==> src/rtl/usb3_ep_pingpong_ctrl_if.sv <==
// Handshake bundle between the bulk IN endpoint ping-pong controller,
// the external producer and the link layer.
interface usb3_ep_pingpong_ctrl_if #(
  parameter int LEN_W = 11
);
  logic             ext_commit;
  logic [LEN_W-1:0] ext_commit_len;
  logic             ext_commit_ack;
  logic             ext_ready;
  logic             ext_wr_sel;
  logic             link_arm;
  logic             link_arm_ack;
  logic             link_hasdata;
  logic [LEN_W-1:0] link_len;
  logic             link_rd_sel;
  logic [4:0]       link_seq;
  logic             ep_flush;
  logic             seq_reset;
  logic             err_overrun;
  logic             err_underrun;
  logic             err_len;

  modport master (
    output ext_commit, ext_commit_len, link_arm, ep_flush, seq_reset,
    input  ext_commit_ack, ext_ready, ext_wr_sel, link_arm_ack, link_hasdata,
           link_len, link_rd_sel, link_seq, err_overrun, err_underrun, err_len
  );

  modport slave (
    input  ext_commit, ext_commit_len, link_arm, ep_flush, seq_reset,
    output ext_commit_ack, ext_ready, ext_wr_sel, link_arm_ack, link_hasdata,
           link_len, link_rd_sel, link_seq, err_overrun, err_underrun, err_len
  );
endinterface

==> src/rtl/usb3_ep_pingpong_ctrl.sv <==
// Two-slot ownership sequencer for one bulk IN endpoint: the producer commits
// a half of the endpoint BRAM, the link drains it and arms it back to free.
module usb3_ep_pingpong_ctrl #(
  parameter int LEN_W   = 11,
  parameter int MAX_LEN = 1024
) (
  input  logic                   local_clk,
  input  logic                   reset_n,
  usb3_ep_pingpong_ctrl_if.slave bus
);

  typedef enum logic [1:0] {C_IDLE = 2'd0, C_ACK = 2'd1, C_WAIT = 2'd2} c_state_t;
  typedef enum logic [1:0] {A_IDLE = 2'd0, A_ACK = 2'd1, A_WAIT = 2'd2} a_state_t;

  localparam logic [LEN_W-1:0] MAX_LEN_L = LEN_W'(MAX_LEN);

  c_state_t               c_state_reg, c_state_next;
  a_state_t               a_state_reg, a_state_next;
  logic [1:0]             full_reg, full_next;
  logic [1:0][LEN_W-1:0]  len_reg, len_next;
  logic                   wr_ptr_reg, wr_ptr_next;
  logic                   rd_ptr_reg, rd_ptr_next;
  logic [4:0]             seq_reg, seq_next;
  logic                   err_overrun_reg, err_underrun_reg, err_len_reg;
  logic                   commit_ok, commit_ovr, arm_ok, arm_udr;
  logic                   len_too_big;
  logic [LEN_W-1:0]       len_clamped;

  assign len_too_big = (bus.ext_commit_len > MAX_LEN_L);
  assign len_clamped = len_too_big ? MAX_LEN_L : bus.ext_commit_len;

  // Commit and arm both look at pre-edge flags, so a full slot is never
  // handed straight through to a same-cycle commit.
  genvar gi;
  generate
    for (gi = 0; gi < 2; gi++) begin : g_slot
      logic wr_hit, rd_hit;
      assign wr_hit        = commit_ok && (wr_ptr_reg == 1'(gi));
      assign rd_hit        = arm_ok && (rd_ptr_reg == 1'(gi));
      assign full_next[gi] = bus.ep_flush ? 1'b0 :
                             wr_hit       ? 1'b1 :
                             rd_hit       ? 1'b0 : full_reg[gi];
      assign len_next[gi]  = wr_hit ? len_clamped : len_reg[gi];
    end
  endgenerate

  assign wr_ptr_next = bus.ep_flush ? 1'b0 : (wr_ptr_reg ^ commit_ok);
  assign rd_ptr_next = bus.ep_flush ? 1'b0 : (rd_ptr_reg ^ arm_ok);
  assign seq_next    = bus.seq_reset ? 5'd0 : (seq_reg + 5'(arm_ok));

  always_ff @(posedge local_clk or negedge reset_n) begin
    if (!reset_n) begin
      c_state_reg      <= C_IDLE;
      a_state_reg      <= A_IDLE;
      full_reg         <= '0;
      len_reg          <= '0;
      wr_ptr_reg       <= 1'b0;
      rd_ptr_reg       <= 1'b0;
      seq_reg          <= 5'd0;
      err_overrun_reg  <= 1'b0;
      err_underrun_reg <= 1'b0;
      err_len_reg      <= 1'b0;
    end else begin
      c_state_reg      <= c_state_next;
      a_state_reg      <= a_state_next;
      full_reg         <= full_next;
      len_reg          <= len_next;
      wr_ptr_reg       <= wr_ptr_next;
      rd_ptr_reg       <= rd_ptr_next;
      seq_reg          <= seq_next;
      err_overrun_reg  <= commit_ovr;
      err_underrun_reg <= arm_udr;
      err_len_reg      <= commit_ok && len_too_big;
    end
  end

  always_comb begin
    c_state_next = c_state_reg;
    a_state_next = a_state_reg;
    commit_ok    = 1'b0;
    commit_ovr   = 1'b0;
    arm_ok       = 1'b0;
    arm_udr      = 1'b0;
    if (bus.ep_flush) begin
      // Park a still-held request in WAIT so it is not re-accepted after the flush.
      c_state_next = bus.ext_commit ? C_WAIT : C_IDLE;
      a_state_next = bus.link_arm   ? A_WAIT : A_IDLE;
    end else begin
      case (c_state_reg)
        C_IDLE: if (bus.ext_commit) begin
          if (!full_reg[wr_ptr_reg]) begin
            commit_ok    = 1'b1;
            c_state_next = C_ACK;
          end else begin
            commit_ovr   = 1'b1;
            c_state_next = C_WAIT;
          end
        end
        C_ACK:   c_state_next = C_WAIT;
        C_WAIT:  if (!bus.ext_commit) c_state_next = C_IDLE;
        default: c_state_next = C_IDLE;
      endcase
      case (a_state_reg)
        A_IDLE: if (bus.link_arm) begin
          if (full_reg[rd_ptr_reg]) begin
            arm_ok       = 1'b1;
            a_state_next = A_ACK;
          end else begin
            arm_udr      = 1'b1;
            a_state_next = A_WAIT;
          end
        end
        A_ACK:   a_state_next = A_WAIT;
        A_WAIT:  if (!bus.link_arm) a_state_next = A_IDLE;
        default: a_state_next = A_IDLE;
      endcase
    end
  end

  always_comb begin
    bus.ext_commit_ack = (c_state_reg == C_ACK);
    bus.link_arm_ack   = (a_state_reg == A_ACK);
    bus.ext_wr_sel     = wr_ptr_reg;
    bus.ext_ready      = ~full_reg[wr_ptr_reg];
    bus.link_rd_sel    = rd_ptr_reg;
    bus.link_hasdata   = full_reg[rd_ptr_reg];
    bus.link_len       = len_reg[rd_ptr_reg];
    bus.link_seq       = seq_reg;
    bus.err_overrun    = err_overrun_reg;
    bus.err_underrun   = err_underrun_reg;
    bus.err_len        = err_len_reg;
  end

endmodule

==> src/flat_wrapper.sv <==
// flat-port wrapper written by rule: the top's interface ports become plain ports
module usb3_ep_pingpong_ctrl_flat 
#(
  parameter int LEN_W   = 11,
  parameter int MAX_LEN = 1024
)
  (local_clk, reset_n, bus_ext_commit, bus_ext_commit_len, bus_link_arm, bus_ep_flush, bus_seq_reset, bus_ext_commit_ack, bus_ext_ready, bus_ext_wr_sel, bus_link_arm_ack, bus_link_hasdata, bus_link_len, bus_link_rd_sel, bus_link_seq, bus_err_overrun, bus_err_underrun, bus_err_len);
  usb3_ep_pingpong_ctrl_if #(.LEN_W(LEN_W)) bus_i ();
  input  logic local_clk;
  input  logic reset_n;
  input wire logic [$bits(bus_i.ext_commit)-1:0] bus_ext_commit;
  input wire logic [$bits(bus_i.ext_commit_len)-1:0] bus_ext_commit_len;
  input wire logic [$bits(bus_i.link_arm)-1:0] bus_link_arm;
  input wire logic [$bits(bus_i.ep_flush)-1:0] bus_ep_flush;
  input wire logic [$bits(bus_i.seq_reset)-1:0] bus_seq_reset;
  output wire logic [$bits(bus_i.ext_commit_ack)-1:0] bus_ext_commit_ack;
  output wire logic [$bits(bus_i.ext_ready)-1:0] bus_ext_ready;
  output wire logic [$bits(bus_i.ext_wr_sel)-1:0] bus_ext_wr_sel;
  output wire logic [$bits(bus_i.link_arm_ack)-1:0] bus_link_arm_ack;
  output wire logic [$bits(bus_i.link_hasdata)-1:0] bus_link_hasdata;
  output wire logic [$bits(bus_i.link_len)-1:0] bus_link_len;
  output wire logic [$bits(bus_i.link_rd_sel)-1:0] bus_link_rd_sel;
  output wire logic [$bits(bus_i.link_seq)-1:0] bus_link_seq;
  output wire logic [$bits(bus_i.err_overrun)-1:0] bus_err_overrun;
  output wire logic [$bits(bus_i.err_underrun)-1:0] bus_err_underrun;
  output wire logic [$bits(bus_i.err_len)-1:0] bus_err_len;
  assign bus_i.ext_commit = bus_ext_commit;
  assign bus_i.ext_commit_len = bus_ext_commit_len;
  assign bus_i.link_arm = bus_link_arm;
  assign bus_i.ep_flush = bus_ep_flush;
  assign bus_i.seq_reset = bus_seq_reset;
  assign bus_ext_commit_ack = bus_i.ext_commit_ack;
  assign bus_ext_ready = bus_i.ext_ready;
  assign bus_ext_wr_sel = bus_i.ext_wr_sel;
  assign bus_link_arm_ack = bus_i.link_arm_ack;
  assign bus_link_hasdata = bus_i.link_hasdata;
  assign bus_link_len = bus_i.link_len;
  assign bus_link_rd_sel = bus_i.link_rd_sel;
  assign bus_link_seq = bus_i.link_seq;
  assign bus_err_overrun = bus_i.err_overrun;
  assign bus_err_underrun = bus_i.err_underrun;
  assign bus_err_len = bus_i.err_len;
  usb3_ep_pingpong_ctrl #(.LEN_W(LEN_W), .MAX_LEN(MAX_LEN)) u_core (.local_clk(local_clk), .reset_n(reset_n), .bus(bus_i));
endmodule
==> config.mk <==
export PLATFORM = sky130hd
export DESIGN_NAME = usb3_ep_pingpong_ctrl_flat
export DESIGN_NICKNAME = d
export VERILOG_FILES = /design/src/rtl/usb3_ep_pingpong_ctrl_if.sv /design/src/rtl/usb3_ep_pingpong_ctrl.sv /design/src/flat_wrapper.sv
export SDC_FILE = /design/constraint.sdc
export NUM_CORES = 1
export LEC_CHECK = 0
export ABC_AREA = 1
export CAP_MARGIN = 25
export CELL_PAD_IN_SITES_DETAIL_PLACEMENT = 0
export CELL_PAD_IN_SITES_GLOBAL_PLACEMENT = 1
export CORE_ASPECT_RATIO = 1.2
export CORE_UTILIZATION = 32
export DETAILED_ROUTE_END_ITERATION = 6
export PLACE_DENSITY = 0.76
export SLEW_MARGIN = 20
export SYNTH_ARGS = -nofsm -noshare
export SYNTH_HDL_FRONTEND = slang
export SYNTH_SLANG_ARGS = --single-unit
==> constraint.sdc <==
create_clock -name local_clk -period 1.8 [get_ports local_clk]
set_clock_uncertainty 0.2 [all_clocks]
set_input_delay 0.18 -clock local_clk [delete_from_list [all_inputs] [get_ports local_clk]]
set_output_delay 0.18 -clock local_clk [all_outputs]
set_load 0.05 [all_outputs]
[Yosys cells after proc, flatten, opt, wreduce, memory -nomap -nowiden]
Cells that the tools add are included.
Storage, ports and cells
  word-level logic and storage cells: 84
  register bits: 38
Operators by class
  reduce and logical (&&, ||, !) cells: 11
  add/sub/neg operators: 1
  equality and inequality tests: 8
  order comparisons: 3
  muxes and demuxes: 44
  bitwise gates (word level): 5
Operators by type and width (number)
  11-bit 2-to-1 mux: 3
  1-bit 2-to-1 mux: 28
  2-bit 2-to-1 mux: 10
  3-bit inequality test (second input constant): 4
  2-bit one-hot mux with 3 select lines: 2
  11-bit greater-than comparator (second input constant): 1
  3-bit nonzero test: 2
  5-bit by 1-bit adder with 5-bit output: 1
  1-bit logical AND: 5
  5-bit 2-to-1 mux: 1
  2-bit by 1-bit equality test with 1-bit output (second input constant): 2
  2-bit equality test (second input constant): 2
  2-bit logical NOT: 2
  1-bit by 2-bit less-than comparator with 1-bit output (second input constant): 2
  2-bit AND reduction: 2
  1-bit inverter: 3
  1-bit bitwise XOR: 2

[Logic depth before layout (Yosys ltp)]
Gate-level depths: netlist (run 1).
  word-level depth: 10
  mapped depth: 10
  depth with buffers taken out: 9

[Least setup slack after synthesis (run 1)]
Ideal clock, no wire load.
  path kind: flip-flop to flip-flop
  start point: reg u_core.rd_ptr_reg (netlist: u_core.bus.link_rd_sel)
  end point: reg u_core.seq_reg[4] (netlist: u_core.bus.link_seq[4])
  stages on the path, launching flop included: 9
  slack: -1509 ps
  path buffers: 0
  library setup time: 88 ps
  period minus slack after synthesis: 3309 ps
  data required time: 1512 ps
  arrival: 3021 ps
  cells stage by stage: dfrtp_1 o21ai_0 inv_1 nor2_1 ha_1 ha_1 nand2_1 o21ai_0 nor3b_1
Between the ends
  cells in the longest elaborated chain, start to end: 8
Ends and longest elaborated chain
  start: declaration: line usb3_ep_pingpong_ctrl.sv:22  | logic rd_ptr_reg, rd_ptr_next;
  start signal: assignment: line usb3_ep_pingpong_ctrl.sv:69  | rd_ptr_reg <= rd_ptr_next;
  1-bit 2-to-1 mux (2 in series)
  via bus_link_hasdata: line flat_wrapper.sv:20  | output wire logic [$bits(bus_i.link_hasdata)-1:0] bus_link_hasdata;
  1-bit 2-to-1 mux: line usb3_ep_pingpong_ctrl.sv:105  | if (full_reg[rd_ptr_reg]) begin
  1-bit 2-to-1 mux: line usb3_ep_pingpong_ctrl.sv:104  | A_IDLE: if (bus.link_arm) begin
  1-bit 2-to-1 mux: line usb3_ep_pingpong_ctrl.sv:103  | case (a_state_reg)
  1-bit 2-to-1 mux: line usb3_ep_pingpong_ctrl.sv:84  | if (bus.ep_flush) begin
  5-bit by 1-bit adder with 5-bit output: line usb3_ep_pingpong_ctrl.sv:49  | assign seq_next = bus.seq_reset ? 5'd0 : (seq_reg + 5'(arm_ok));
  5-bit 2-to-1 mux: line usb3_ep_pingpong_ctrl.sv:49
  via u_core.seq_next[4]: line usb3_ep_pingpong_ctrl.sv:23  | logic [4:0] seq_reg, seq_next;
  end signal: assignment: line usb3_ep_pingpong_ctrl.sv:70  | seq_reg <= seq_next;
  end: declaration: line usb3_ep_pingpong_ctrl.sv:23
The timed path passes the listed nets, and every way through them passes these cells. The select of a mux whose other input is x is not followed.
A chain may end at the register's enable or synchronous reset.

[Worst setup path in the final report (run 1)]
  start point: reg u_core.rd_ptr_reg (netlist: u_core.bus.link_rd_sel)
  end point: out bus_link_len[3]
Between the ends
  cells in the longest elaborated chain, start to end: 2
Ends and longest elaborated chain
  11-bit 2-to-1 mux (implied by the code) (2 in series): line usb3_ep_pingpong_ctrl.sv:127  | bus.link_len = len_reg[rd_ptr_reg];
  end: declaration: line flat_wrapper.sv:21  | output wire logic [$bits(bus_i.link_len)-1:0] bus_link_len;
Every way passes these cells. The select of a mux whose other input is x is not followed.

==> results of run 1 <==
[synth_stat cells]
cell	n	area, sq um
or2_2	1	6.26
nor4_1	1	6.26
xor2_1	1	8.76
o211ai_1	1	7.51
a21oi_1	1	5.00
nor3b_1	2	15.0
clkbuf_1	4	15.0
nor3_1	2	10.0
nand2_1	79	297
o21ai_0	8	40.0
nand3_2	1	10.0
o21ai_1	1	5.00
nand3_1	24	120
buf_6	1	11.3
nand4_1	2	12.5
o21bai_4	1	18.8
buf_4	1	7.51
ha_1	6	75.1
nor2_1	24	90.1
dfrtp_1	38	951
inv_1	17	63.8
clkinv_1	2	7.51
[per-stage QoR]
step / cell area, sq um / utilization [%] / setup TNS, ns
6_report: 3050 / 57.2 / 0
5_1_grt: 3050 / 57.2 / -0.600
4_1_cts: 2890 / 54.2 / -0.0374
3_5_place_dp: 2670 / 50.1 / -3.25
3_3_place_gp: 2670 / 50.1 / -2.39
2_1_floorplan: 1880 / - / -6.52
[power groups by stage]
stage | clock (uW) | sequential (uW) | combinational, uW
2_1_floorplan | 0 | 1100 | 561
3_3_place_gp | 0 | 1090 | 1130
3_5_place_dp | 0 | 1090 | 1140
4_1_cts | 777 | 1080 | 1180
5_1_grt | 815 | 1110 | 1320
6_report | 753 | 1090 | 1230
[layout make-up]
cell class | instances | share of cell area (%)
Clock buffer | 7 | 2.83
Sequential cell | 38 | 31.3
Tap cell | 62 | 2.54
Timing Repair Buffer | 75 | 28.8
Clock inverter | 1 | 0.984
Multi-Input combinational cell | 155 | 30.4
Inverter | 19 | 3.16
[routing by layer]
metal / routed length (microns) / track usage (%) / share of wire [%] / vias up
li1: - / - / - / 837
met1: 2030 / 20.9 / 45 / 789
met2: 2280 / 27.3 / 50 / 39
met3: 183 / 4.11 / 4.0 / 5
met4: 38 / 4.36 / 0.84 / 0
met5: 0 / 0 / 0 / -
[logic make-up after synthesis]
kind of cell / Yosys count / synth area share [%]
and+or+nand+nor: 136 / 31.8
buffers and inverters: 25 / 5.89
AOI/OAI and AO/OA: 12 / 4.28
adders and majority gates: 6 / 4.21
DFF: 38 / 53.3
xor gates and xnor gates: 1 / 0.491
[critical path, stage by stage, from the launching register on]
cell and delay [ns]:
dfrtp_4 0.52, buf_12 0.16, buf_4 0.15, nand2_1 0.07
nand2_2 0.07, buf_12 0.15
[timing repair]
action                                 CTS  global route
gates cloned                             0             1
setup endpoints to repair               33            36
hold buffers                             1             0
gates resized for setup                 20            34
pin swaps                                5            18
endpoints found under the hold margin   18             0
buffers inserted                         5             1
[path summary, 6_finish.rpt]
kind | from | cells after the start | slack (ns) | end
worst max-delay path | u_core.bus.link_rd_sel$_DFF_PN0_ | 5 | 0.02 | bus_link_len[3]
worst min register to register | u_core.len_reg[18]$_DFFE_PN0P_ | 2 | 0.28 | u_core.len_reg[18]$_DFFE_PN0P_
worst max register to register | u_core.c_state_reg[1]$_DFFE_PN0P_ | 7 | 0.03 | u_core.len_reg[10]$_DFFE_PN0P_
max in group asynchronous | reset_n | 3 | 0.69 | u_core.len_reg[11]$_DFFE_PN0P_
min in group local_clk | u_core.len_reg[18]$_DFFE_PN0P_ | 2 | 0.28 | u_core.len_reg[18]$_DFFE_PN0P_
worst min-delay path | reset_n | 2 | 0.18 | u_core.full_reg[1]$_DFFE_PN0P_
==> results list, run 1 <==
* Run status: completed
* Leak: around 0.0015 uW
* Non-filler cells, final: ~360
* First-pass DRT Iterations: 4
- Registers take 956 sq um.
- DIE HEIGHT: about 84 microns
- Number of maximum-capacitance constraint violations: 0
* Antenna diodes: 0
- Fin. max-slew vios: 0
- The longest clock path from root to sink contains 2 buffers.
- The first routing iteration left 130 violations.
- Slew at the pin with the worst max-slew slack: between 0.4 and 0.5 ns
- Mapped cell area: 1780 sq um
- The number of nets in the synthesized netlist is between 200 and 250.
- The tree is rooted in a clkbuf_8.
* Total vias in the final route: between 1500 and 2000
- Unique masters post-synth: 22
* Max Fanout on Critical Path: 8
- Switching share of total power: roughly a third
- # nets final: between 300 and 400
- Number of cell rows: 29
- Wire length of the first global-routing pass: ~7600 microns
- Unrepaired setup endpoints after global routing: true
* PortBufs: 41
* Warning count from the yosys run: 0
* Worst Hold Slack: 0.176 ns
- Fraction of final layout cells sized beyond drive strength 1: a little under 40%
- The number of antenna violations at the first check in global routing was 0.
- Max-Slew Margin vs Limit: 68.9%
- The worst setup path is launched from a register.
* Top-level I/O count: 42
* Category of the worst setup path capture point: output port
- Final number of setup-violating endpoints: 0
* Overflow left after global routing: 0
- After layout, the design draws a total of about 3100 uW.
- Total Die Area: ~5900 sq um
- Portion of total power attributed to sequential cells: about 35%
- The top cell types in the final layout, fill and taps aside, are nand2_1, dfrtp_1, buf_4, nor2_1, buf_12.
* Least setup slack across all paths after layout: roughly 0.024 ns
- Kind of path behind the tightest hold check: in2async
- Number of nets with antenna violations after routing: 0
- Die boundary width: between 70 and 80 microns
- Dividing the final minimum period by the clock period gives between 90 and 100%.
- Max reg flops: 22
* Post-DP HPWL: around 3200 microns
- Total routing resource utilization after global routing: ~16%
- Number of global-route vias before repair: 1603
* TritonCTS Sinks: 38
* # H-tree levels: 2
* Clock latency of the later-clocked register in the worst-skew pair: approximately 0.29 ns
* Net switching power: approximately 1000 uW
- In this run the power density over the cells is between 1000 and 1500 nW/um^2.
- Number of cells in the design after placement: about 340
- Clock Power Share: 24.5%
- Internal power: between 2000 and 2500 uW
- Category of the most critical setup path: reg2out
- Synthesis inferred 38 register bits.
- The multi-input combinational cells in the finished layout cover a total of just over 900 sq um.
- Arrival time of data at the critical path endpoint: around 1.4 ns
* Fmax: approximately 560 MHz
- Initial Util: between 30% and 40%
* Synthesized instance count: 218
- Clock input transition at the sequential cells of the worst setup and hold paths: roughly 0.08 ns
- Across the VDD grid, the largest voltage drop is ~0.00047 V.
- Share of total power in combinational logic: about two fifths
- Layout overhead on the synthesized area: 71.2%
- Final-report hold violation count: 0
- Layout filler cell count: 470
- The library cell used most frequently in the layout, excluding fill and tap cells, is nand2_1.
- TritonCTS built the clock tree.
* Shortest period the worst path allows: ~1.8 ns
- Final Wtd Congestion: ~0.70
* Drt via density: around 4.7
* Worst endpoint required time: 1.42 ns
- In this run, CTS created clock tree buffers numbering 5.
- Pin count of the biggest net entering global routing: 21
- Total wire length: around 4500 microns
- Seq/Total Area, Yosys: a little over half
- Routed len/inst: roughly 13 microns
- The core region is 5330 sq um.
* Remaining DRCs: 0
* Post-Synthesis Mean Instance Area: 8.18 sq um
- Setup WS pre-CTS: -0.238 ns
No activity file was read; power rests on OpenSTA's default activity.
==> run 2, diff against run 1 <==
- CTS_CLUSTER_SIZE: unset -> 16
- HOLD_SLACK_MARGIN: unset -> 0.1
==> results of run 2 <==
The final DEF is identical to that of run 1; final timing and power are the same.
==> run 3, diff against run 2 <==
- CORE_MARGIN: unset -> 1
- TNS_END_PERCENT: unset -> 5
==> run 3 against run 2 <==
Effect of this change:
- die area did not move
- cell area decreased by 5.7%
- power down 7.1%
- register-to-register slack worse by 0.04 ns
- the flow now finishes with violations (negative setup slack)
- non-clock buffer count down 4
- critical path depth is 3 higher
- core utilization down 3.3 points
==> results list, run 3 (synthesis gave the netlist of run 1 again) <==
* Crit Reg-Reg Startpoint: u_core.c_state_reg[1]$_DFFE_PN0P_ (unchanged)
- TritonCTS buffer count: 5 (unchanged)
- Number of global-route vias before repair: 1636 (was 1603)
* Worst-path cell with the longest stage delay: dfrtp_1 (was dfrtp_4)
* Most common library cell in the layout ignoring fill and taps: nand2_1 (unchanged)
- Max-Slew Margin vs Limit: 68.9% (about the same)
- The capturing element type of the critical path is a register (was output port).
* Category of the most critical setup path: reg2reg (was reg2out)
- Total routing resource utilization after global routing: 15.8% (was 16.3%)
- Core footprint: 5330 sq um (unchanged)
* End of the worst register-to-register path: u_core.len_reg[21]$_DFFE_PN0P_ (was u_core.len_reg[10]$_DFFE_PN0P_)
- The total half-perimeter wirelength after legalization and detailed placement came to 3110 microns (was 3190 microns).
- The final wirelength is 4340 microns (was 4540 microns).
- Remaining DRCs: 0 (unchanged)
- # nets final: 314 (was 317)
- Cell chosen for the clock root: clkbuf_8 (unchanged)
* Top-level I/O count: 42 (unchanged)
* Worst R2R Setup Slack: -0.01 ns (was 0.03 ns)
* Routed len/inst: 12.3 microns (was 12.7 microns)
- The clock group share of total power was 21.1% (was 24.5%).
- The count of nets left with antenna violations after detail routing came to 0 (unchanged).
- Total Die Area: 5880 sq um (unchanged)
- The count of filler cells inserted in the layout was 489 (was 470).
* Fmax: 552 MHz (was 563 MHz)
* Wire length of the first global-routing pass: 7350 microns (was 7590 microns)
- Shortest period the worst path allows: 1.81 ns (was 1.78 ns)
- Layout overhead on the synthesized area: 61.5% (was 71.2%)
- The worst endpoint data arrival time is 1.79 ns (was 1.40 ns).
- The detailed router's first-iteration violation count came to 55 (was 130).
- Antenna diodes: 0 (unchanged)
- The total setup violations reported at the end of the flow is 6 (was 0).
* Share of total power in combinational logic: 41.2% (was 40.1%)
* Number of cell rows: 29 (unchanged)
- Final-report hold violation count: 0 (unchanged)
- Leak: 0.00141 uW (was 0.00149 uW)
- PortBufs: 41 (unchanged)
* Switching share of total power: 35.2% (was 33.9%)
- The first-pass detailed-route iteration total came to 4 (unchanged).
- Drt via density: 4.63 (was 4.68)
* Met3 capacity usage during global routing: 3.14% (was 4.11%)
* Final clock period utilization by the worst path: 101% (was 98.7%)
- The ratio of cells with drive above 1 in the final layout is 33.2% (was 39.3%).
- DIE HEIGHT: 83.8 microns (unchanged)
- Most used cells in the layout excluding fill and tap cells: nand2_1, dfrtp_1, buf_4, nand3_1, nor2_1 (was nand2_1, dfrtp_1, buf_4, nor2_1, buf_12).
- Initial Util: 33.4% (unchanged)
* Met1 demand-to-capacity share in global routing: 19.6% (was 20.9%)
- Setup WS pre-CTS: -0.196 ns (was -0.238 ns)
- The total power divided by cell area came to 993 nW/um^2 (was 1010 nW/um^2).
- The number of H-tree branching levels was 2 (unchanged).
- The sequential fraction of design power was 37.7% (was 35.4%).
- Crit path cell chain: or2_4, nor2_4, nand2_2, nor2_4, ha_4, clkinvlp_4, nand2_1, o21ai_1 (was buf_12, buf_4, nand2_1, nand2_2, buf_12).
- The transition time at the pin with the least slew margin was 0.466 ns (was 0.467 ns).
- Clock latency of the later-clocked register in the worst-skew pair: 0.29 ns (about the same)
* CP Buf/Inv Count: 1 (was 3)
- The internal power consumption was 1850 uW (was 2040 uW).
- The clock tree from TritonCTS was done (unchanged).
- Max reg flops: 22 (unchanged)
- The checks that failed: negative setup slack.
* Unrepaired setup endpoints after global routing: true (unchanged)
- Max Fanout on Critical Path: 7 (was 8)
* Overflow left after global routing: 0 (unchanged)
* Global routing usage on met2: 27.0% (was 27.3%)
- Largest delay share family, worst path: simple AND/OR/NAND/NOR gates (was flip-flops)
- The sort of element at the start of the critical path was a register (unchanged).
- The required time of the critical path was 1.78 ns (was 1.42 ns).
- Busiest grt layer: met2 (unchanged)
- Pin count of the biggest net entering global routing: 20 (was 21)
- Run status: finished, violations left (was completed).
- Least setup slack across all paths after layout: -0.0120 ns (was 0.0241 ns)
* Net switching power: 1010 uW (was 1040 uW)
- The weighted congestion at the end of routability-driven global placement is 0.740 (was 0.695).
- Bufs on Longest Clock Path: 2 (unchanged)
* Antenna violations before repair: 0 (unchanged)
- The final core utilization came to 54.0% (was 57.2%).
- Fin. max-slew vios: 0 (unchanged)
* Stage delay of the slowest cell on the critical path: 0.38 ns (was 0.52 ns)
- The max-capacitance violation count is 0 (unchanged).
- Crit path top cell by count: nor2_4 (was buf_12)
* Maximum VDD drop: 0.000402 V (was 0.000472 V)
- Die boundary width: 70.1 microns (unchanged)
- Reg2reg path depth: 8 (was 7)
- TritonCTS Sinks: 38 (unchanged)
- Clock input transition at the sequential cells of the worst setup and hold paths: 0.08 ns (about the same)
- The total via count in the routed design is 1639 (was 1670).
- The worst min-delay path class is in2async (unchanged).
## run 3: worst max path at each step
stage                                      start                          endpoint  slack (ns)  cells past startpoint
2_1_floorplan   u_core.bus.link_rd_sel$_DFF_PN0_                  bus_link_len[10]       -0.30                      1
3_3_place_gp                        bus_ep_flush  u_core.bus.link_seq[4]$_DFF_PN0_       -0.16                      9
3_5_place_dp                        bus_ep_flush  u_core.bus.link_seq[4]$_DFF_PN0_       -0.20                      9
4_1_cts        u_core.c_state_reg[0]$_DFFE_PN0P_    u_core.len_reg[21]$_DFFE_PN0P_       -0.06                      8
5_1_grt                             bus_ep_flush  u_core.bus.link_seq[4]$_DFF_PN0_       -0.13                      9
6_report       u_core.c_state_reg[1]$_DFFE_PN0P_    u_core.len_reg[21]$_DFFE_PN0P_       -0.01                      8
## run 3: stage by stage
step | TNS (ns) | instances | hold WS [ns] | cell area (sq um) | total power (uW)
3_5_place_dp | -2.39 | 343 | -0.0432 | 2670 | 2220
2_1_floorplan | -7.30 | 218 | -0.316 | 1860 | 1660
5_1_grt | -1.70 | 354 | 0.228 | 2880 | 3000
3_3_place_gp | -1.61 | 343 | -0.0439 | 2670 | 2210
4_1_cts | -0.486 | 353 | 0.181 | 2850 | 2870
6_report | -0.0461 | 354 | 0.174 | 2880 | 2860
## run 3: cell type report
| type | instances | area [sq um] | share of cell area (%) |
|---|---|---|---|
| multi-input cells | 155 | 871 | 30.2 |
| flip-flops and latches | 38 | 956 | 33.2 |
| clock inverters | 1 | 5.00 | 0.174 |
| well taps | 62 | 77.6 | 2.69 |
| inverters | 19 | 81.3 | 2.82 |
| repair buffers | 71 | 795 | 27.6 |
| repair inverters | 1 | 7.51 | 0.261 |
| clock buffers | 7 | 86.3 | 3.00 |
## run 3: power groups by stage
stage	clock network (uW)	logic, uW	registers [uW]
floorplan	0	553	1100
global placement	0	1120	1090
detailed placement	0	1130	1090
CTS	621	1170	1080
global route	654	1250	1100
finish	603	1180	1080
## run 3: routing by layer
layer  up-vias  part of all wire [%]
li1        835                     -
met5         -                     0
met3         5                   4.4
met1       760                    46
met4         0                   1.7
met2        39                    48
## run 3: what timing repair did
action                                 CTS  global route
endpoints found under the hold margin   38             0
setup endpoints to repair               34            36
hold buffers                             1             0
gates cloned                             1             0
gates resized for setup                 22             8
pin swaps                                1             6
setup buffers                            0             1
## run 3: worst register-to-register path, cell delays in order, from the launching register on
cell	delay, ns
dfrtp_1	0.38
or2_4	0.26
nor2_4	0.10
nand2_2	0.07
nor2_4	0.16
ha_4	0.19
clkinvlp_4	0.18
nand2_1	0.10
o21ai_1	0.06
